<file path="src/rtl/version_report_seq.sv">
// Build-identification reporter: serialises version constants into a 14-byte framed stream.
// Optional stall timeout is enabled by defining VERSION_REPORT_TIMEOUT_EN.
module version_report_seq #(
  parameter logic [7:0]  C_HEADER         = 8'hA5,
`ifdef VERSION_REPORT_TIMEOUT_EN
  parameter int unsigned C_TIMEOUT_CYCLES = 1024,
`endif
  parameter logic [7:0]  C_MAJOR          = 8'h00,
  parameter logic [7:0]  C_MINOR          = 8'h00,
  parameter logic [7:0]  C_PATCH          = 8'h00,
  parameter logic [7:0]  C_BUILD          = 8'h40,
  parameter logic [15:0] C_YEAR           = 16'h2025,
  parameter logic [7:0]  C_MONTH          = 8'h11,
  parameter logic [7:0]  C_DAY            = 8'h08,
  parameter logic [7:0]  C_HOUR           = 8'h15,
  parameter logic [7:0]  C_MINUTE         = 8'h03,
  parameter logic [7:0]  C_SECOND         = 8'h23
) (
  input  logic       clk,
  input  logic       rst,
  input  logic       req_a_i,
  input  logic       req_b_i,
  output logic [7:0] m_tdata_o,
  output logic       m_tvalid_o,
  input  logic       m_tready_i,
  output logic       m_tlast_o,
  output logic       busy_o,
  output logic       src_o,
  output logic       done_o,
  output logic       abort_o
);

  localparam logic [0:0] StIdle = 1'b0;
  localparam logic [0:0] StSend = 1'b1;
  localparam logic [3:0] LastIdx = 4'd13;

  logic [0:0] state_q, state_d;
  logic [3:0] idx_q, idx_d;
  logic       pend_a_q, pend_a_d;
  logic       pend_b_q, pend_b_d;
  logic       last_b_q, last_b_d;
  logic       src_q, src_d;
  logic       valid_q, valid_d;
  logic       done_q, done_d;
  logic [7:0] csum_q, csum_d;
  logic [7:0] byte_sel;
  logic       xfer, grant_a, grant_b;

`ifdef VERSION_REPORT_TIMEOUT_EN
  localparam logic [15:0] StallLim = 16'(C_TIMEOUT_CYCLES - 1);
  logic [15:0] stall_q, stall_d;
  logic        abort_q, abort_d;
`endif

  assign xfer    = valid_q & m_tready_i;
  // B wins when A is idle, or when both are pending and A was served last.
  assign grant_b = pend_b_q & (~pend_a_q | ~last_b_q);
  assign grant_a = pend_a_q & ~grant_b;

  always_comb begin
    byte_sel = 8'h00;
    unique case (idx_q)
      4'd0:    byte_sel = C_HEADER;
      4'd1:    byte_sel = {7'b0, src_q};
      4'd2:    byte_sel = C_MAJOR;
      4'd3:    byte_sel = C_MINOR;
      4'd4:    byte_sel = C_PATCH;
      4'd5:    byte_sel = C_BUILD;
      4'd6:    byte_sel = C_YEAR[15:8];
      4'd7:    byte_sel = C_YEAR[7:0];
      4'd8:    byte_sel = C_MONTH;
      4'd9:    byte_sel = C_DAY;
      4'd10:   byte_sel = C_HOUR;
      4'd11:   byte_sel = C_MINUTE;
      4'd12:   byte_sel = C_SECOND;
      4'd13:   byte_sel = csum_q;
      default: byte_sel = 8'h00;
    endcase
  end

  always_comb begin
    state_d  = state_q;
    idx_d    = idx_q;
    pend_a_d = pend_a_q;
    pend_b_d = pend_b_q;
    last_b_d = last_b_q;
    src_d    = src_q;
    valid_d  = valid_q;
    done_d   = 1'b0;
    csum_d   = csum_q;
`ifdef VERSION_REPORT_TIMEOUT_EN
    stall_d  = stall_q;
    abort_d  = 1'b0;
`endif
    unique case (state_q)
      StIdle: begin
        if (pend_a_q | pend_b_q) begin
          state_d  = StSend;
          idx_d    = 4'd0;
          valid_d  = 1'b1;
          csum_d   = 8'h00;
          src_d    = grant_b;
          last_b_d = grant_b;
          pend_a_d = pend_a_q & ~grant_a;
          pend_b_d = pend_b_q & ~grant_b;
`ifdef VERSION_REPORT_TIMEOUT_EN
          stall_d  = 16'd0;
`endif
        end
      end
      default: begin
        if (xfer) begin
          csum_d = csum_q ^ byte_sel;
`ifdef VERSION_REPORT_TIMEOUT_EN
          stall_d = 16'd0;
`endif
          if (idx_q == LastIdx) begin
            state_d = StIdle;
            valid_d = 1'b0;
            done_d  = 1'b1;
          end else begin
            idx_d = idx_q + 4'd1;
          end
        end
`ifdef VERSION_REPORT_TIMEOUT_EN
        else if (valid_q) begin
          if (stall_q == StallLim) begin
            state_d = StIdle;
            valid_d = 1'b0;
            abort_d = 1'b1;
            stall_d = 16'd0;
          end else begin
            stall_d = stall_q + 16'd1;
          end
        end
`endif
      end
    endcase
    // A new request always re-arms its latch, even on the edge that grants it.
    pend_a_d = pend_a_d | req_a_i;
    pend_b_d = pend_b_d | req_b_i;
  end

  always_ff @(posedge clk) begin
    if (rst) begin
      state_q  <= StIdle;
      idx_q    <= 4'd0;
      pend_a_q <= 1'b0;
      pend_b_q <= 1'b0;
      last_b_q <= 1'b1;
      src_q    <= 1'b0;
      valid_q  <= 1'b0;
      done_q   <= 1'b0;
      csum_q   <= 8'h00;
`ifdef VERSION_REPORT_TIMEOUT_EN
      stall_q  <= 16'd0;
      abort_q  <= 1'b0;
`endif
    end else begin
      state_q  <= state_d;
      idx_q    <= idx_d;
      pend_a_q <= pend_a_d;
      pend_b_q <= pend_b_d;
      last_b_q <= last_b_d;
      src_q    <= src_d;
      valid_q  <= valid_d;
      done_q   <= done_d;
      csum_q   <= csum_d;
`ifdef VERSION_REPORT_TIMEOUT_EN
      stall_q  <= stall_d;
      abort_q  <= abort_d;
`endif
    end
  end

  assign m_tdata_o  = valid_q ? byte_sel : 8'h00;
  assign m_tvalid_o = valid_q;
  assign m_tlast_o  = valid_q & (idx_q == LastIdx);
  assign busy_o     = (state_q == StSend);
  assign src_o      = src_q;
  assign done_o     = done_q;
`ifdef VERSION_REPORT_TIMEOUT_EN
  assign abort_o    = abort_q;
`else
  assign abort_o    = 1'b0;
`endif

endmodule

</file>
<file path="config.mk">
export PLATFORM = sky130hd
export DESIGN_NAME = version_report_seq
export DESIGN_NICKNAME = d
export VERILOG_FILES = /design/src/rtl/version_report_seq.sv
export SDC_FILE = /design/constraint.sdc
export NUM_CORES = 1
export LEC_CHECK = 0
export CORE_UTILIZATION = 47
export CTS_CLUSTER_DIAMETER = 40
export DETAILED_ROUTE_END_ITERATION = 8
export HOLD_SLACK_MARGIN = 0.08
export PLACE_DENSITY_LB_ADDON = 0.25
export RECOVER_POWER = 25
export SETUP_SLACK_MARGIN = 0.02
export SKIP_LAST_GASP = 1
export SYNTH_ARGS = -nofsm -noshare
export SYNTH_HDL_FRONTEND = slang
export SYNTH_SLANG_ARGS = --single-unit
</file>
<file path="constraint.sdc">
create_clock -name clk -period 1.7 [get_ports clk]
set_input_delay 0.255 -clock clk [delete_from_list [all_inputs] [get_ports clk]]
set_output_delay 0.255 -clock clk [all_outputs]
set_load 0.01 [all_outputs]
</file>
Word level (Yosys, flattened, before mapping) --
Index checks and enable logic that the tools add are counted.
Word-level totals: register bits after elaboration 19, bits of input ports 5, output and inout bits 14, logic and storage cells 69
Operators by class: $add $sub $neg 1, equality and inequality tests 13, mux-type cells 22, bitwise logic cells 17, reduce and logical (&&, ||, !) cells 7
Operators with widths (number):
- $pmux 8 s11 | 1
- $mux 8 | 4
- $eq 4x4->1 const B | 6
- $mux 4 | 4
- $mux 1 | 13
- $eq 4x3->1 const B | 3
- $xor 8x8->8 | 1
- $and 1x1->1 | 6
- $not 1->1 | 6
- $reduce_and 3->1 | 2
- $add 4x1->4 const B | 1
- $eq 4x1->1 const B | 1
- $logic_not 4->1 | 1
- $ne 2x1->1 const B | 2
- $or 1x1->1 | 4
- $reduce_and 2->1 | 2
- $reduce_or 3->1 | 1
- $ne 2x2->1 const B | 1
- $reduce_bool 2->1 | 1

Longest topological paths before layout --
Gate-level depths: netlist of the first run.
word-level depth 10, gate-level depth with buffers 8, mapped depth without buffers 6

Worst setup path before layout of the first run --
Ideal clock, no wire load.
kind reg2reg, start register idx_q[1], end register csum_q[0], setup time 0.121 ns, data arrival time 1.599 ns, required time 1.579 ns, path slack -0.020 ns, cell stages (with the launch flop) 8, path buffers 1, period minus slack after synthesis 1.720 ns, path through dfxtp_1 > inv_1 > ha_1 > buf_2 > a21oi_1 > nor3_1 > o41a_1 > mux2_2
Between the ends: longest elaborated chain between the ends 5, elaborated cells between the ends (all ways) 15, those cells by class eq/ne (10); mux (3); bitwise (1); reduce/logical (1)
Ends and longest elaborated chain:
- start: declaration | RTL line 38 | logic [3:0] idx_q, idx_d;
- start signal: assignment | RTL line 161 | idx_q <= idx_d;
- $eq 4x4->1 (tied with other cells) | RTL line 62 | unique case (idx_q)
- $pmux 8 s11 * | RTL line 62
- $xor 8x8->8 * | RTL line 113 | csum_d = csum_q ^ byte_sel;
- $mux 8 * | RTL line 112 | if (xfer) begin
- $mux 8 * | RTL line 95 | unique case (state_q)
- end signal: assignment | RTL line 168 | csum_q <= csum_d;
- end: declaration | RTL line 45 | logic [7:0] csum_q, csum_d;
Mark *: on every way between the ends. The rest lies on a longest branch, timed or not. The select of a mux whose other input is x is not followed. A chain may end at the register's enable or synchronous reset.

Worst setup path after layout of the first run --
start register idx_q[1], end output port m_tdata_o[0]
Between the ends: longest elaborated chain between the ends 3, elaborated cells between the ends (all ways) 13, those cells by class eq/ne (10); mux (2); reduce/logical (1)
Ends and longest elaborated chain:
- $eq 4x4->1 (tied with other cells) | RTL line 62
- $pmux 8 s11 * | RTL line 62
- $mux 8 * | RTL line 176 | assign m_tdata_o = valid_q ? byte_sel : 8'h00;
- end: declaration | RTL line 23 | output logic [7:0] m_tdata_o,
Mark *: on every way between the ends. The rest lies on a longest branch, timed or not.

==> impl_results.html, run 1 <==
<table>
<tr><th>Metric</th><th>Value</th></tr>
<tr><th colspan="2">Finish</th></tr>
<tr><td>Final cell utilization of the core</td><td>0.728</td></tr>
<tr><td>Area delta synth-&gt;final</td><td>43.1%</td></tr>
<tr><td>Number of nets in the finished design</td><td>~200</td></tr>
<tr><td>Most common library cell in the layout ignoring fill and taps</td><td>buf_4</td></tr>
<tr><td>Non-filler instance count after layout</td><td>about 220</td></tr>
<tr><td>Proportion of layout cells with a drive suffix above 1</td><td>0.396</td></tr>
<tr><td>Final std cell area, no fill</td><td>0.00166 sq mm</td></tr>
<tr><td>Most used cells in the layout excluding fill and tap cells</td><td>buf_4 (24), nor2_1 (15), dfxtp_1 (15)</td></tr>
<tr><td>ANT cells</td><td>0</td></tr>
<tr><th colspan="2">Place</th></tr>
<tr><td>Routability congestion estimate from global placement</td><td>0.842</td></tr>
<tr><td>Area of placed instances</td><td>between 0.0015 and 0.002 sq mm</td></tr>
<tr><td>Post-DP HPWL</td><td>around 2.2 mm</td></tr>
<tr><td>Placed instance count</td><td>between 200 and 250</td></tr>
<tr><td>Total of buffers placed on input and output ports</td><td>17</td></tr>
<tr><td>Post-place setup slack</td><td>-0.367 ns</td></tr>
<tr><th colspan="2">Logic synthesis</th></tr>
<tr><td>Netlist cell types</td><td>between 40 and 50</td></tr>
<tr><td>Sequential fraction of the synthesis area</td><td>0.329</td></tr>
<tr><td>Library cell occupying the most area in the post-synthesis netlist</td><td>dfxtp_1</td></tr>
<tr><td>Number of synthesized flops with an enable pin</td><td>0</td></tr>
<tr><td>Share of synthesized flip-flops with an asynchronous set or reset</td><td>0</td></tr>
<tr><td>Commonest register cell after synthesis</td><td>dfxtp_1</td></tr>
<tr><td>Synthesized flop and latch total</td><td>19</td></tr>
<tr><td>Dominant cells by area after synthesis</td><td>dfxtp_1 (33%), a21oi_1 (7.4%), nor2_1 (5.2%), ha_1 (4.3%), nand2_1 (3.6%)</td></tr>
<tr><td>Count of mapped cells out of synthesis</td><td>about 150</td></tr>
<tr><td>Area share of the leading cell type in the synthesized netlist</td><td>0.329</td></tr>
<tr><td>Mean cell area of the mapped netlist</td><td>7.82 sq um</td></tr>
<tr><td>Net count after synthesis</td><td>157</td></tr>
<tr><td>Post-synthesis instance area</td><td>around 0.0012 sq mm</td></tr>
<tr><td>Number of warnings reported in the yosys synthesis log</td><td>0</td></tr>
<tr><th colspan="2">Worst hold path</th></tr>
<tr><td>Worst Hold Launch</td><td>req_a_i</td></tr>
<tr><td>Cell count of the worst hold path</td><td>3</td></tr>
<tr><td>Class of the most critical hold timing path</td><td>in -&gt; reg</td></tr>
<tr><td>Hold EP</td><td>pend_a_q$_SDFF_PP0_</td></tr>
<tr><th colspan="2">Setup path</th></tr>
<tr><td>Setup Crit Path Kind</td><td>reg -&gt; out</td></tr>
<tr><td>Startpoint Class</td><td>flip-flop</td></tr>
<tr><td>Worst EP required</td><td>~1.4 ns</td></tr>
<tr><td>CP Max Fanout</td><td>4</td></tr>
<tr><td>Kind of end point of the critical path</td><td>primary output</td></tr>
<tr><td>Logic depth of the worst register-to-register path</td><td>7</td></tr>
<tr><td>Worst flop-to-flop path startpoint</td><td>idx_q[0]$_SDFFE_PP0P_</td></tr>
<tr><td>RR Endpoint</td><td>csum_q[2]$_SDFFE_PP0P_</td></tr>
<tr><td>R2r setup slk</td><td>0.04 ns</td></tr>
<tr><td>Crit path arrival time</td><td>between 1.5 and 2 ns</td></tr>
<tr><th colspan="2">Power</th></tr>
<tr><td>Power per Cell Area</td><td>between 500 and 600 mW/mm^2</td></tr>
<tr><td>Switching part of the total power</td><td>0.303</td></tr>
<tr><td>Internal power contribution</td><td>approximately 640 uW</td></tr>
<tr><td>Power after layout</td><td>a little over 900 uW</td></tr>
<tr><td>Clock Power Share</td><td>0.262</td></tr>
<tr><td>Share of total power in sequential cells</td><td>0.532</td></tr>
<tr><td>Static power due to leakage</td><td>~0.00066 uW</td></tr>
<tr><td>Max rail drop VDD</td><td>between 0.6 and 0.7 mV</td></tr>
<tr><td>Logic gate share of total power</td><td>0.205</td></tr>
<tr><td>Net switching component of the power</td><td>around 280 uW</td></tr>
<tr><th colspan="2">Clock tree</th></tr>
<tr><td>Clock buffer count from CTS</td><td>3</td></tr>
<tr><td>TritonCTS clock tree</td><td>yes</td></tr>
<tr><td>Clock Sinks</td><td>19</td></tr>
<tr><td>Clock Path Buffers</td><td>2</td></tr>
<tr><td>Cell at the root of the clock tree</td><td>clkbuf_4</td></tr>
<tr><td>CTS Hold Buffers Added</td><td>0</td></tr>
<tr><td>H-Tree Level Count</td><td>1</td></tr>
<tr><td>Clock transition at the register clock pins on the worst setup and hold paths after CTS</td><td>between 0.1 and 0.15 ns</td></tr>
<tr><td>Latest clock arrival within the worst-skew pair</td><td>about 0.3 ns</td></tr>
<tr><th colspan="2">Routing</th></tr>
<tr><td>Final routed wire length divided by cell count</td><td>~16 um</td></tr>
<tr><td>Total via count after detailed routing</td><td>around 1300</td></tr>
<tr><td>DRC violations left</td><td>0</td></tr>
<tr><td>Detailed-route wire length</td><td>about 3.5 mm</td></tr>
<tr><td>Remaining antenna violation count after routing</td><td>0</td></tr>
<tr><td>Detailed router's first-iteration violation count</td><td>30</td></tr>
<tr><td>Via-per-instance ratio</td><td>between 5 and 6</td></tr>
<tr><td>Drt pass-1 iters</td><td>6</td></tr>
<tr><th colspan="2">Die</th></tr>
<tr><td>Die Footprint</td><td>approximately 0.0027 sq mm</td></tr>
<tr><td>Initial core utilization</td><td>0.509</td></tr>
<tr><td>Die Ht</td><td>slightly above 50 um</td></tr>
<tr><td>Top-level I/O count</td><td>19</td></tr>
<tr><td>Core region area</td><td>0.00228 sq mm</td></tr>
<tr><td>Width of the die</td><td>slightly above 50 um</td></tr>
<tr><td>Std-Cell Rows</td><td>17</td></tr>
<tr><th colspan="2">Status</th></tr>
<tr><td>Failing checks</td><td>setup timing</td></tr>
<tr><td>Run status</td><td>finished with violations</td></tr>
<tr><th colspan="2">Timing</th></tr>
<tr><td>Final WS setup</td><td>-0.241 ns</td></tr>
<tr><td>Final Hold Violating Endpoints</td><td>0</td></tr>
<tr><td>Final period utilization</td><td>1.14</td></tr>
<tr><td>Total of endpoints with negative setup slack in the final report</td><td>6</td></tr>
<tr><td>Unrepaired setup endpoints after global routing</td><td>true</td></tr>
<tr><td>Max-slew violation count</td><td>0</td></tr>
<tr><td>Maximum achievable frequency</td><td>0.515 GHz</td></tr>
<tr><td>Clock period minus final worst setup slack</td><td>between 1.5 and 2 ns</td></tr>
<tr><td>Final clock skew</td><td>0.00129 ns</td></tr>
<tr><th colspan="2">Flow run</th></tr>
<tr><td>Max-capacitance violation count</td><td>0</td></tr>
<tr><th colspan="2">Global route</th></tr>
<tr><td>Aggregate global routing overflow</td><td>0</td></tr>
<tr><td>Initial antenna violation count</td><td>0</td></tr>
<tr><td>Vias in the first global route</td><td>approximately 1200</td></tr>
<tr><td>Total global routing track utilization</td><td>0.277</td></tr>
<tr><td>Wire length of the first global-routing pass</td><td>around 5.4 mm</td></tr>
<tr><td>Maximum number of pins on one net before global-route repair</td><td>13</td></tr>
</table>
## stage by stage
step	hold WS (ns)	setup TNS, ns
floorplan	0.372	0
global placement	0.469	-1.86
detailed placement	0.479	-2.09
CTS	0.495	-1.36
global route	0.493	-1.67
finish	0.496	-1.10
## critical path, cell delays in order (launching register included)
cell      delay (ns)
dfxtp_4         0.39
buf_6           0.13
ha_4            0.17
nand2b_4        0.08
a31oi_1         0.11
o41a_1          0.35
buf_2           0.15
## kinds of logic after synthesis
family	share of synthesized area
simple gates	0.246
compound gates	0.243
flops	0.329
buf+inv	0.0811
fa+ha+maj	0.0432
xor+xnor	0.0227
mux	0.0313
other cells	0.00324
## flip-flops by register name, summed over array words and instances (netlist names)
name	count
busy_o	1
csum_q	8
done_o	1
idx_q	4
last_b_q	1
m_tvalid_o	1
pend_a_q	1
pend_b_q	1
src_o	1
## how the worst max path moves through the flow
stage                             end  cells past startpoint  slack [ns]                  start
2_1_floorplan  csum_q[0]$_SDFFE_PP0P_                      7        0.02  idx_q[1]$_SDFFE_PP0P_
5_1_grt                  m_tdata_o[5]                      6       -0.30  idx_q[0]$_SDFFE_PP0P_
3_3_place_gp             m_tdata_o[0]                      6       -0.30  idx_q[1]$_SDFFE_PP0P_
6_report                 m_tdata_o[0]                      6       -0.24  idx_q[1]$_SDFFE_PP0P_
3_5_place_dp             m_tdata_o[5]                      6       -0.37  idx_q[0]$_SDFFE_PP0P_
4_1_cts                  m_tdata_o[5]                      6       -0.24  idx_q[1]$_SDFFE_PP0P_
## routing by layer
metal / part of all wire / track usage / routed length [um]
met1: 0.41 / 0.331 / 1430
met3: 0.039 / 0.0409 / 136
met5: 0 / 0 / 0
met4: 0.017 / 0.126 / 59
met2: 0.53 / 0.485 / 1850
## cell usage after synthesis (2+ instances only)
master and instances:
ha_1 4, a31oi_1 3, nor2_1 16, nor3_1 6, a21oi_1 17, nand2_1 11
nor2b_1 2, a21o_1 2, o211ai_1 2, buf_2 3, buf_6 2, nand2b_1 4
and3_1 3, or4_1 2, or3_1 4, nand3_1 5, dfxtp_1 19, xnor2_1 2
inv_1 6, o21ai_0 7, clkbuf_1 2, buf_4 3, o41a_1 2
## power groups by stage
stage               logic [uW]  clock network [uW]  registers (uW)
global route               206                 266             496
global placement           178                   0             499
finish                     190                 242             492
floorplan                  109                   0             497
detailed placement         184                   0             501
CTS                        182                 245             491
## what timing repair did
action,CTS,global route
endpoints found under the setup margin,13,14
pin swaps,7,9
setup buffers,3,0
gates resized for setup,52,23
## final cells by class
class / instances / area [sq um]
Clock buffer: 3 / 22.5
Tap cell: 28 / 35.0
Clock inverter: 1 / 5.00
Multi-Input combinational cell: 112 / 806
Timing Repair Buffer: 46 / 370
Inverter: 6 / 27.5
Sequential cell: 19 / 390
Fill cell: 176 / 619
Power figures use the tool's default switching activity.
==> inputs of run 2 (changes only) <==
Settings changed: CORE_UTILIZATION 47 to 55, CTS_BUF_LIST set to sky130_fd_sc_hd__clkbuf_16, DONT_BUFFER_PORTS set to 1, REMOVE_ABC_BUFFERS set to 1.
==> run 2 against run 1 <==
Compared with the run above:
- the flow still finishes with violations (setup timing)
- combinational power shrank 28%
- sequential power grew 1%
- sequential share of layout area grew 3.2 points
- die area shrank 14%
- clock skew is essentially flat
- flip-flop and latch count is the same
- fmax grew 7.8%
- largest cell class unchanged
==> impl_results.html, run 2 (same netlist as run 1, synthesis figures left out) <==
<table>
<tr><th>Metric</th><th>Value</th></tr>
<tr><th colspan="2">Status</th></tr>
<tr><td>Run status</td><td>finished with violations</td></tr>
<tr><td>Failing checks</td><td>setup timing</td></tr>
<tr><th colspan="2">Die</th></tr>
<tr><td>Std-Cell Rows</td><td>16 (-1)</td></tr>
<tr><td>Die Footprint</td><td>0.00229 sq mm (-14%)</td></tr>
<tr><td>Die Ht</td><td>47.9 um (-7.3%)</td></tr>
<tr><td>Top-level I/O count</td><td>19 (unchanged)</td></tr>
<tr><td>Core region area</td><td>0.00196 sq mm (-14%)</td></tr>
<tr><td>Initial core utilization</td><td>0.590 (+0.0814)</td></tr>
<tr><td>Width of the die</td><td>47.9 um (-7.3%)</td></tr>
<tr><th colspan="2">Setup path</th></tr>
<tr><td>Worst EP required</td><td>1.44 ns (about the same)</td></tr>
<tr><td>CP Max Fanout</td><td>6 (+2)</td></tr>
<tr><td>Startpoint Class</td><td>flip-flop</td></tr>
<tr><td>R2r setup slk</td><td>0.03 ns (about the same)</td></tr>
<tr><td>Worst setup path start</td><td>idx_q[0]$_SDFFE_PP0P_</td></tr>
<tr><td>Crit path arrival time</td><td>1.54 ns (-0.15 ns)</td></tr>
<tr><td>Logic depth of the worst register-to-register path</td><td>6 (-1)</td></tr>
<tr><td>Kind of end point of the critical path</td><td>primary output</td></tr>
<tr><td>Setup Crit Path Kind</td><td>reg -&gt; out</td></tr>
<tr><td>RR Endpoint</td><td>csum_q[0]$_SDFFE_PP0P_</td></tr>
<tr><td>Worst flop-to-flop path startpoint</td><td>idx_q[0]$_SDFFE_PP0P_</td></tr>
<tr><th colspan="2">Routing</th></tr>
<tr><td>Via-per-instance ratio</td><td>6.07 (+4.4%)</td></tr>
<tr><td>Total via count after detailed routing</td><td>1117 (-11%)</td></tr>
<tr><td>Detailed-route wire length</td><td>2.85 mm (-18%)</td></tr>
<tr><td>DRC violations left</td><td>0 (unchanged)</td></tr>
<tr><td>Detailed router's first-iteration violation count</td><td>30 (unchanged)</td></tr>
<tr><td>Drt pass-1 iters</td><td>4 (-2)</td></tr>
<tr><td>Remaining antenna violation count after routing</td><td>0 (unchanged)</td></tr>
<tr><td>Final routed wire length divided by cell count</td><td>15.5 um (-4.3%)</td></tr>
<tr><th colspan="2">Worst hold path</th></tr>
<tr><td>Cell count of the worst hold path</td><td>1 (-2)</td></tr>
<tr><td>Worst Hold Launch</td><td>rst</td></tr>
<tr><td>Hold EP</td><td>last_b_q$_SDFFE_PP1P_</td></tr>
<tr><td>Class of the most critical hold timing path</td><td>in -&gt; reg</td></tr>
<tr><th colspan="2">Power</th></tr>
<tr><td>Switching part of the total power</td><td>0.255 (-0.0477)</td></tr>
<tr><td>Max rail drop VDD</td><td>0.779 mV (+28%)</td></tr>
<tr><td>Net switching component of the power</td><td>287 uW (+2.7%)</td></tr>
<tr><td>Clock Power Share</td><td>0.436 (+0.174)</td></tr>
<tr><td>Internal power contribution</td><td>840 uW (+30%)</td></tr>
<tr><td>Power per Cell Area</td><td>772 mW/mm^2 (+38%)</td></tr>
<tr><td>Share of total power in sequential cells</td><td>0.442 (-0.090)</td></tr>
<tr><td>Logic gate share of total power</td><td>0.122 (-0.083)</td></tr>
<tr><td>Power after layout</td><td>1130 uW (+22%)</td></tr>
<tr><td>Static power due to leakage</td><td>0.000538 uW (-19%)</td></tr>
<tr><th colspan="2">Place</th></tr>
<tr><td>Post-DP HPWL</td><td>1.85 mm (-16%)</td></tr>
<tr><td>Routability congestion estimate from global placement</td><td>0.853 (+1.3%)</td></tr>
<tr><td>Placed instance count</td><td>178 (-14%)</td></tr>
<tr><td>Total of buffers placed on input and output ports</td><td>0 (-17)</td></tr>
<tr><th colspan="2">Finish</th></tr>
<tr><td>Most used cells in the layout excluding fill and tap cells</td><td>nor2_1 (15), dfxtp_1 (15), buf_4 (14)</td></tr>
<tr><td>Non-filler instance count after layout</td><td>184 (-14%)</td></tr>
<tr><td>Storage element area</td><td>390 sq um (unchanged)</td></tr>
<tr><td>Combined area of the multi-input logic cells</td><td>803 sq um (-0.31%)</td></tr>
<tr><td>Regs by FF count</td><td>csum_q x8, idx_q x4</td></tr>
<tr><td>Final cell utilization of the core</td><td>0.744 (+0.0158)</td></tr>
<tr><td>Area delta synth-&gt;final</td><td>26.1%</td></tr>
<tr><td>Number of nets in the finished design</td><td>167 (-15%)</td></tr>
<tr><td>Proportion of layout cells with a drive suffix above 1</td><td>0.312 (-0.0836)</td></tr>
<tr><td>Number of flip-flops under the largest register name</td><td>8 (unchanged)</td></tr>
<tr><td>Fillcell total</td><td>148 (-16%)</td></tr>
<tr><td>Register with the highest flop count</td><td>csum_q</td></tr>
<tr><td>ANT cells</td><td>0 (unchanged)</td></tr>
<tr><th colspan="2">Timing</th></tr>
<tr><td>Maximum achievable frequency</td><td>0.556 GHz (+7.8%)</td></tr>
<tr><td>Total of endpoints with negative setup slack in the final report</td><td>5 (-1)</td></tr>
<tr><td>Final clock skew</td><td>0.00173 ns (+0.000440 ns)</td></tr>
<tr><td>Unrepaired setup endpoints after global routing</td><td>true</td></tr>
<tr><td>Final Hold Violating Endpoints</td><td>0 (unchanged)</td></tr>
<tr><td>Clock period minus final worst setup slack</td><td>1.80 ns (-0.141 ns)</td></tr>
<tr><td>Max-slew violation count</td><td>0 (unchanged)</td></tr>
<tr><td>Final WS setup</td><td>-0.0997 ns (+0.141 ns)</td></tr>
<tr><td>Final period utilization</td><td>1.06 (-0.0831)</td></tr>
<tr><th colspan="2">Clock tree</th></tr>
<tr><td>Cell at the root of the clock tree</td><td>clkbuf_16</td></tr>
<tr><td>Latest clock arrival within the worst-skew pair</td><td>0.25 ns (-0.05 ns)</td></tr>
<tr><td>TritonCTS clock tree</td><td>yes</td></tr>
<tr><td>Clock Path Buffers</td><td>2 (unchanged)</td></tr>
<tr><td>Clock Sinks</td><td>19 (unchanged)</td></tr>
<tr><td>Clock transition at the register clock pins on the worst setup and hold paths after CTS</td><td>0.06 ns (-0.06 ns)</td></tr>
<tr><td>Clock buffer count from CTS</td><td>3 (unchanged)</td></tr>
<tr><td>H-Tree Level Count</td><td>1 (unchanged)</td></tr>
<tr><th colspan="2">Global route</th></tr>
<tr><td>Wire length of the first global-routing pass</td><td>4.10 mm (-25%)</td></tr>
<tr><td>Initial antenna violation count</td><td>0 (unchanged)</td></tr>
<tr><td>Aggregate global routing overflow</td><td>0 (unchanged)</td></tr>
<tr><td>Vias in the first global route</td><td>931 (-22%)</td></tr>
<tr><td>Maximum number of pins on one net before global-route repair</td><td>17 (+4)</td></tr>
<tr><td>Total global routing track utilization</td><td>0.261 (-0.0163)</td></tr>
<tr><th colspan="2">Flow run</th></tr>
<tr><td>Max-capacitance violation count</td><td>0 (unchanged)</td></tr>
</table>
-- run 2: layout make-up --
class | instances | share of cell area
Clock buffer | 3 | 0.0515
Clock inverter | 1 | 0.00343
Inverter | 6 | 0.0172
Multi-Input combinational cell | 112 | 0.551
Sequential cell | 19 | 0.268
Tap cell | 27 | 0.0232
Timing Repair Buffer | 16 | 0.0866
-- run 2: worst max-delay path by stage --
stage,cells after the start,endpoint,slack (ns)
3_5_place_dp,6,csum_q[0]$_SDFFE_PP0P_,-0.04
4_1_cts,5,m_tdata_o[0],-0.06
3_3_place_gp,6,csum_q[0]$_SDFFE_PP0P_,0.03
6_report,5,m_tdata_o[0],-0.1
2_1_floorplan,6,csum_q[0]$_SDFFE_PP0P_,0.004
5_1_grt,5,m_tdata_o[0],-0.12
-- run 2: critical path: stages (launching register included) --
cell and delay (ns):
dfxtp_4 0.40, inv_4 0.06, ha_4 0.18, a21oi_2 0.14
nor3_1 0.08, o41a_1 0.44
-- run 2: through the flow --
stage               setup slack (ns)  hold slack [ns]  setup TNS [ns]  area, sq um
floorplan                    0.00372            0.324               0         1090
global placement              0.0254            0.326               0         1220
detailed placement           -0.0374            0.328         -0.0374         1220
CTS                          -0.0558            0.102          -0.115         1430
global route                  -0.123           0.0998          -0.448         1460
finish                       -0.0997           0.0982          -0.254         1460
-- run 2: per-layer routing --
metal  track usage  part of all wire  vias up
li1              -                 -      541
met5             0                 0        -
met2         0.457              0.48       36
met3        0.0528             0.041       11
met4        0.0944             0.028        0
met1         0.314              0.45      529
-- run 2: power groups by stage --
stage,Clock (uW),Combinational [uW],Sequential [uW]
floorplan,0,90.9,500
global placement,0,116,506
detailed placement,0,119,508
CTS,491,134,499
global route,504,151,502
finish,492,137,498
-- run 2: what timing repair did --
action                                 in CTS  in global routing
setup endpoints to repair                  10                  9
buffers inserted                            0                  1
hold buffers                                1                  0
pin swaps                                   2                  6
endpoints found under the hold margin       8                  0
gates resized for setup                    29                  6
==> inputs of run 3 (changes only) <==
Settings changed: ABC_AREA set to 1.
==> run 3 against run 2 <==
Compared with the run above:
- the run now ends clean
- combinational power grew 8%
- non-clock buffer count shrank 8
- critical path depth up 1
- flip-flop and latch count did not move
- worst setup slack gained 0.13 ns
- final area decreased by 7.1%
- critical path type unchanged
- sequential power shrank 2%
- core utilization increased by 0.85 points
- sequential share of layout area grew 2.1 points
- cell count up 7.1%
- global-route usage decreased by 0.96 points
==> impl_results.html, run 3 <==
<table>
<tr><th>Metric</th><th>Value</th></tr>
<tr><th colspan="2">Status</th></tr>
<tr><td>Run status</td><td>finished clean</td></tr>
<tr><th colspan="2">Routing</th></tr>
<tr><td>DRC violations left</td><td>0 (unchanged)</td></tr>
<tr><td>Final routed wire length divided by cell count</td><td>13.2 um (-15%)</td></tr>
<tr><td>Detailed-route wire length</td><td>2.60 mm (-8.7%)</td></tr>
<tr><td>Detailed router's first-iteration violation count</td><td>23 (-23%)</td></tr>
<tr><td>Drt pass-1 iters</td><td>4 (unchanged)</td></tr>
<tr><td>Remaining antenna violation count after routing</td><td>0 (unchanged)</td></tr>
<tr><td>Via-per-instance ratio</td><td>5.50 (-9.4%)</td></tr>
<tr><td>Total via count after detailed routing</td><td>1084 (-3.0%)</td></tr>
<tr><th colspan="2">Global route</th></tr>
<tr><td>Maximum number of pins on one net before global-route repair</td><td>13 (-4)</td></tr>
<tr><td>Initial antenna violation count</td><td>0 (unchanged)</td></tr>
<tr><td>Total global routing track utilization</td><td>0.251 (-0.00961)</td></tr>
<tr><td>Vias in the first global route</td><td>896 (-3.8%)</td></tr>
<tr><td>Aggregate global routing overflow</td><td>0 (unchanged)</td></tr>
<tr><td>Wire length of the first global-routing pass</td><td>3.71 mm (-9.6%)</td></tr>
<tr><th colspan="2">Power</th></tr>
<tr><td>Power per Cell Area</td><td>842 mW/mm^2 (+9.0%)</td></tr>
<tr><td>Max rail drop VDD</td><td>0.809 mV (+3.9%)</td></tr>
<tr><td>Internal power contribution</td><td>834 uW (-0.73%)</td></tr>
<tr><td>Net switching component of the power</td><td>307 uW (+7.0%)</td></tr>
<tr><td>Switching part of the total power</td><td>0.269 (+0.0145)</td></tr>
<tr><td>Share of total power in sequential cells</td><td>0.429 (-0.013)</td></tr>
<tr><td>Static power due to leakage</td><td>0.000543 uW (+0.83%)</td></tr>
<tr><td>Logic gate share of total power</td><td>0.129 (+0.007)</td></tr>
<tr><td>Power after layout</td><td>1140 uW (+1.2%)</td></tr>
<tr><td>Clock Power Share</td><td>0.441 (+0.005)</td></tr>
<tr><th colspan="2">Flow run</th></tr>
<tr><td>Max-capacitance violation count</td><td>0 (unchanged)</td></tr>
<tr><th colspan="2">Timing</th></tr>
<tr><td>Max-slew violation count</td><td>0 (unchanged)</td></tr>
<tr><td>Maximum achievable frequency</td><td>0.598 GHz (+7.6%)</td></tr>
<tr><td>Total of endpoints with negative setup slack in the final report</td><td>0 (-5)</td></tr>
<tr><td>Final clock skew</td><td>0.000988 ns (-0.000746 ns)</td></tr>
<tr><td>Final Hold Violating Endpoints</td><td>0 (unchanged)</td></tr>
<tr><td>Worst hold slack across all endpoints</td><td>0.109 ns (+0.0110 ns)</td></tr>
<tr><td>Unrepaired setup endpoints after global routing</td><td>true</td></tr>
<tr><td>Final period utilization</td><td>0.984 (-0.0747)</td></tr>
<tr><td>Clock period minus final worst setup slack</td><td>1.67 ns (-0.127 ns)</td></tr>
<tr><th colspan="2">Place</th></tr>
<tr><td>Post-DP HPWL</td><td>1.60 mm (-14%)</td></tr>
<tr><td>Total of buffers placed on input and output ports</td><td>0 (unchanged)</td></tr>
<tr><td>Routability congestion estimate from global placement</td><td>0.846 (-0.79%)</td></tr>
<tr><th colspan="2">Finish</th></tr>
<tr><td>Area delta synth-&gt;final</td><td>23.2%</td></tr>
<tr><td>Storage element area</td><td>390 sq um (unchanged)</td></tr>
<tr><td>Combined area of the multi-input logic cells</td><td>686 sq um (-15%)</td></tr>
<tr><td>Number of flip-flops under the largest register name</td><td>8 (unchanged)</td></tr>
<tr><td>Regs by FF count</td><td>csum_q x8, idx_q x4</td></tr>
<tr><td>Number of nets in the finished design</td><td>182 (+9.0%)</td></tr>
<tr><td>Fillcell total</td><td>140 (-5.4%)</td></tr>
<tr><td>Proportion of layout cells with a drive suffix above 1</td><td>0.256 (-0.0563)</td></tr>
<tr><td>Most used cells in the layout excluding fill and tap cells</td><td>nand2_1 (32), nor2_1 (23), inv_1 (16)</td></tr>
<tr><td>Final cell utilization of the core</td><td>0.752 (+0.00846)</td></tr>
<tr><td>Register with the highest flop count</td><td>csum_q</td></tr>
<tr><td>ANT cells</td><td>0 (unchanged)</td></tr>
<tr><td>Most common library cell in the layout ignoring fill and taps</td><td>nand2_1</td></tr>
<tr><th colspan="2">Logic synthesis</th></tr>
<tr><td>Number of warnings reported in the yosys synthesis log</td><td>0 (unchanged)</td></tr>
<tr><td>Mean cell area of the mapped netlist</td><td>6.71 sq um (-14%)</td></tr>
<tr><td>Most used standard cell by instance count after synthesis</td><td>nand2_1</td></tr>
<tr><td>Area share of the leading cell type in the synthesized netlist</td><td>0.346 (+0.0172)</td></tr>
<tr><td>Number of synthesized flops with an enable pin</td><td>0 (unchanged)</td></tr>
<tr><td>Library cell occupying the most area in the post-synthesis netlist</td><td>dfxtp_1</td></tr>
<tr><td>Netlist cell types</td><td>29 (-34%)</td></tr>
<tr><td>Share of synthesized flip-flops with an asynchronous set or reset</td><td>0 (unchanged)</td></tr>
<tr><td>Synthesized flop and latch total</td><td>19 (unchanged)</td></tr>
<tr><td>Sequential fraction of the synthesis area</td><td>0.346 (+0.0172)</td></tr>
<tr><td>Dominant cells by area after synthesis</td><td>dfxtp_1 (35%), nand2_1 (11%), nor2_1 (9.6%), inv_1 (6.1%), nand3_1 (5.5%)</td></tr>
<tr><td>Commonest register cell after synthesis</td><td>dfxtp_1</td></tr>
<tr><td>Count of mapped cells out of synthesis</td><td>164 (+11%)</td></tr>
<tr><td>Most numerous cell types in the synthesized netlist</td><td>nand2_1 (32), nor2_1 (28), dfxtp_1 (19)</td></tr>
<tr><td>Post-synthesis instance area</td><td>0.00110 sq mm (-5.0%)</td></tr>
<tr><th colspan="2">Clock tree</th></tr>
<tr><td>H-Tree Level Count</td><td>1 (unchanged)</td></tr>
<tr><td>Clock transition at the register clock pins on the worst setup and hold paths after CTS</td><td>0.06 ns (about the same)</td></tr>
<tr><td>Clock Path Buffers</td><td>2 (unchanged)</td></tr>
<tr><td>Latest clock arrival within the worst-skew pair</td><td>0.25 ns (about the same)</td></tr>
<tr><td>Clock buffer count from CTS</td><td>3 (unchanged)</td></tr>
<tr><td>Cell at the root of the clock tree</td><td>clkbuf_16</td></tr>
<tr><td>Clock Sinks</td><td>19 (unchanged)</td></tr>
<tr><td>TritonCTS clock tree</td><td>yes</td></tr>
<tr><th colspan="2">Setup path</th></tr>
<tr><td>Worst EP required</td><td>1.44 ns (about the same)</td></tr>
<tr><td>CP Max Fanout</td><td>6 (unchanged)</td></tr>
<tr><td>Crit path arrival time</td><td>1.42 ns (-0.12 ns)</td></tr>
<tr><td>Startpoint Class</td><td>flip-flop</td></tr>
<tr><td>Setup Crit Path Kind</td><td>reg -&gt; out</td></tr>
<tr><td>Kind of end point of the critical path</td><td>primary output</td></tr>
<tr><th colspan="2">Worst hold path</th></tr>
<tr><td>Class of the most critical hold timing path</td><td>in -&gt; reg</td></tr>
<tr><th colspan="2">Die</th></tr>
<tr><td>Core region area</td><td>0.00180 sq mm (-8.2%)</td></tr>
<tr><td>Die Ht</td><td>46.7 um (-2.4%)</td></tr>
<tr><td>Initial core utilization</td><td>0.610 (+0.0205)</td></tr>
<tr><td>Top-level I/O count</td><td>19 (unchanged)</td></tr>
<tr><td>Std-Cell Rows</td><td>15 (-1)</td></tr>
<tr><td>Width of the die</td><td>46.7 um (-2.4%)</td></tr>
<tr><td>Die Footprint</td><td>0.00218 sq mm (-4.8%)</td></tr>
</table>
[run 3: changes by cell type after synthesis, moves of 3 or more]
cell	change
nand2_1	+21
inv_1	+12
nor2_1	+12
nand3_1	+7
a21oi_1	-6
nor3_1	-5
nand2b_1	-4
or3_1	-4
and3_1	-3
buf_2	-3
nor2_2	+3
[run 3: logic make-up (layout without fill, tap and decap cells)]
| logic type | count (synthesis) | in the layout | share of synthesized area |
|---|---|---|---|
| DFF | 19 | 19 | 0.346 |
| adders and majority gates | 4 | 4 | 0.0455 |
| buffers and inverters | 27 | 35 | 0.111 |
| and+or+nand+nor | 85 | 85 | 0.350 |
| other | 1 | 1 | 0.00341 |
| AOI/OAI and AO/OA | 28 | 28 | 0.143 |
[run 3: path summary, 6_finish.rpt]
| check | end | start | slack [ns] | depth (start not counted) |
|---|---|---|---|---|
| min reg2reg | last_b_q$_SDFFE_PP1P_ | last_b_q$_SDFFE_PP1P_ | 0.48 | 2 |
| min | last_b_q$_SDFFE_PP1P_ | rst | 0.11 | 2 |
| max | m_tdata_o[0] | idx_q[1]$_SDFFE_PP0P_ | 0.03 | 6 |
| max reg2reg | idx_q[3]$_SDFFE_PP0P_ | idx_q[1]$_SDFFE_PP0P_ | 0.12 | 9 |
[run 3: through the flow]
step	cells	worst slack (ns)	setup TNS, ns	area [sq um]
detailed placement	185	0.0965	0	1100
CTS	195	0.0269	0	1290
global route	197	-0.0768	-0.140	1360
floorplan	160	0.256	0	1070
finish	197	0.0274	0	1360
global placement	185	0.171	0	1100
[run 3: layout make-up]
type,instances,area share
clock buffer,3,0.0554
multi-input combinational,118,0.506
sequential,19,0.288
timing repair buffer,8,0.0489
clock inverter,1,0.00554
inverter,23,0.0729
tap,25,0.0231
[run 3: what timing repair did]
action | in CTS | in global routing
setup buffers | 5 | 2
endpoints found under the setup margin | 7 | 9
resized for setup | 20 | 14
hold buffers | 1 | 0
endpoints found under the hold margin | 8 | 0
pin swaps | 4 | 3
[run 3: power by group through the flow]
stage          sequential (uW)  combinational (uW)  clock (uW)
2_1_floorplan              495                 102           0
4_1_cts                    491                 140         507
3_5_place_dp               500                 124           0
6_report                   490                 148         503
3_3_place_gp               499                 119           0
5_1_grt                    493                 167         533
[run 3: layer usage]
layer / routed length [um] / up-vias / GRT usage
li1: - / 544 / -
met5: 0 / - / 0
met4: 34 / 0 / 0.109
met2: 1390 / 22 / 0.464
met1: 1080 / 514 / 0.260
met3: 102 / 4 / 0.0745
[run 3: critical path, stage by stage, from the launching register on]
cell and delay, ns:
dfxtp_4 0.37, inv_4 0.08, ha_4 0.17, nand3_4 0.14, nor2_2 0.12, nor2_1 0.07, a31oi_2 0.21
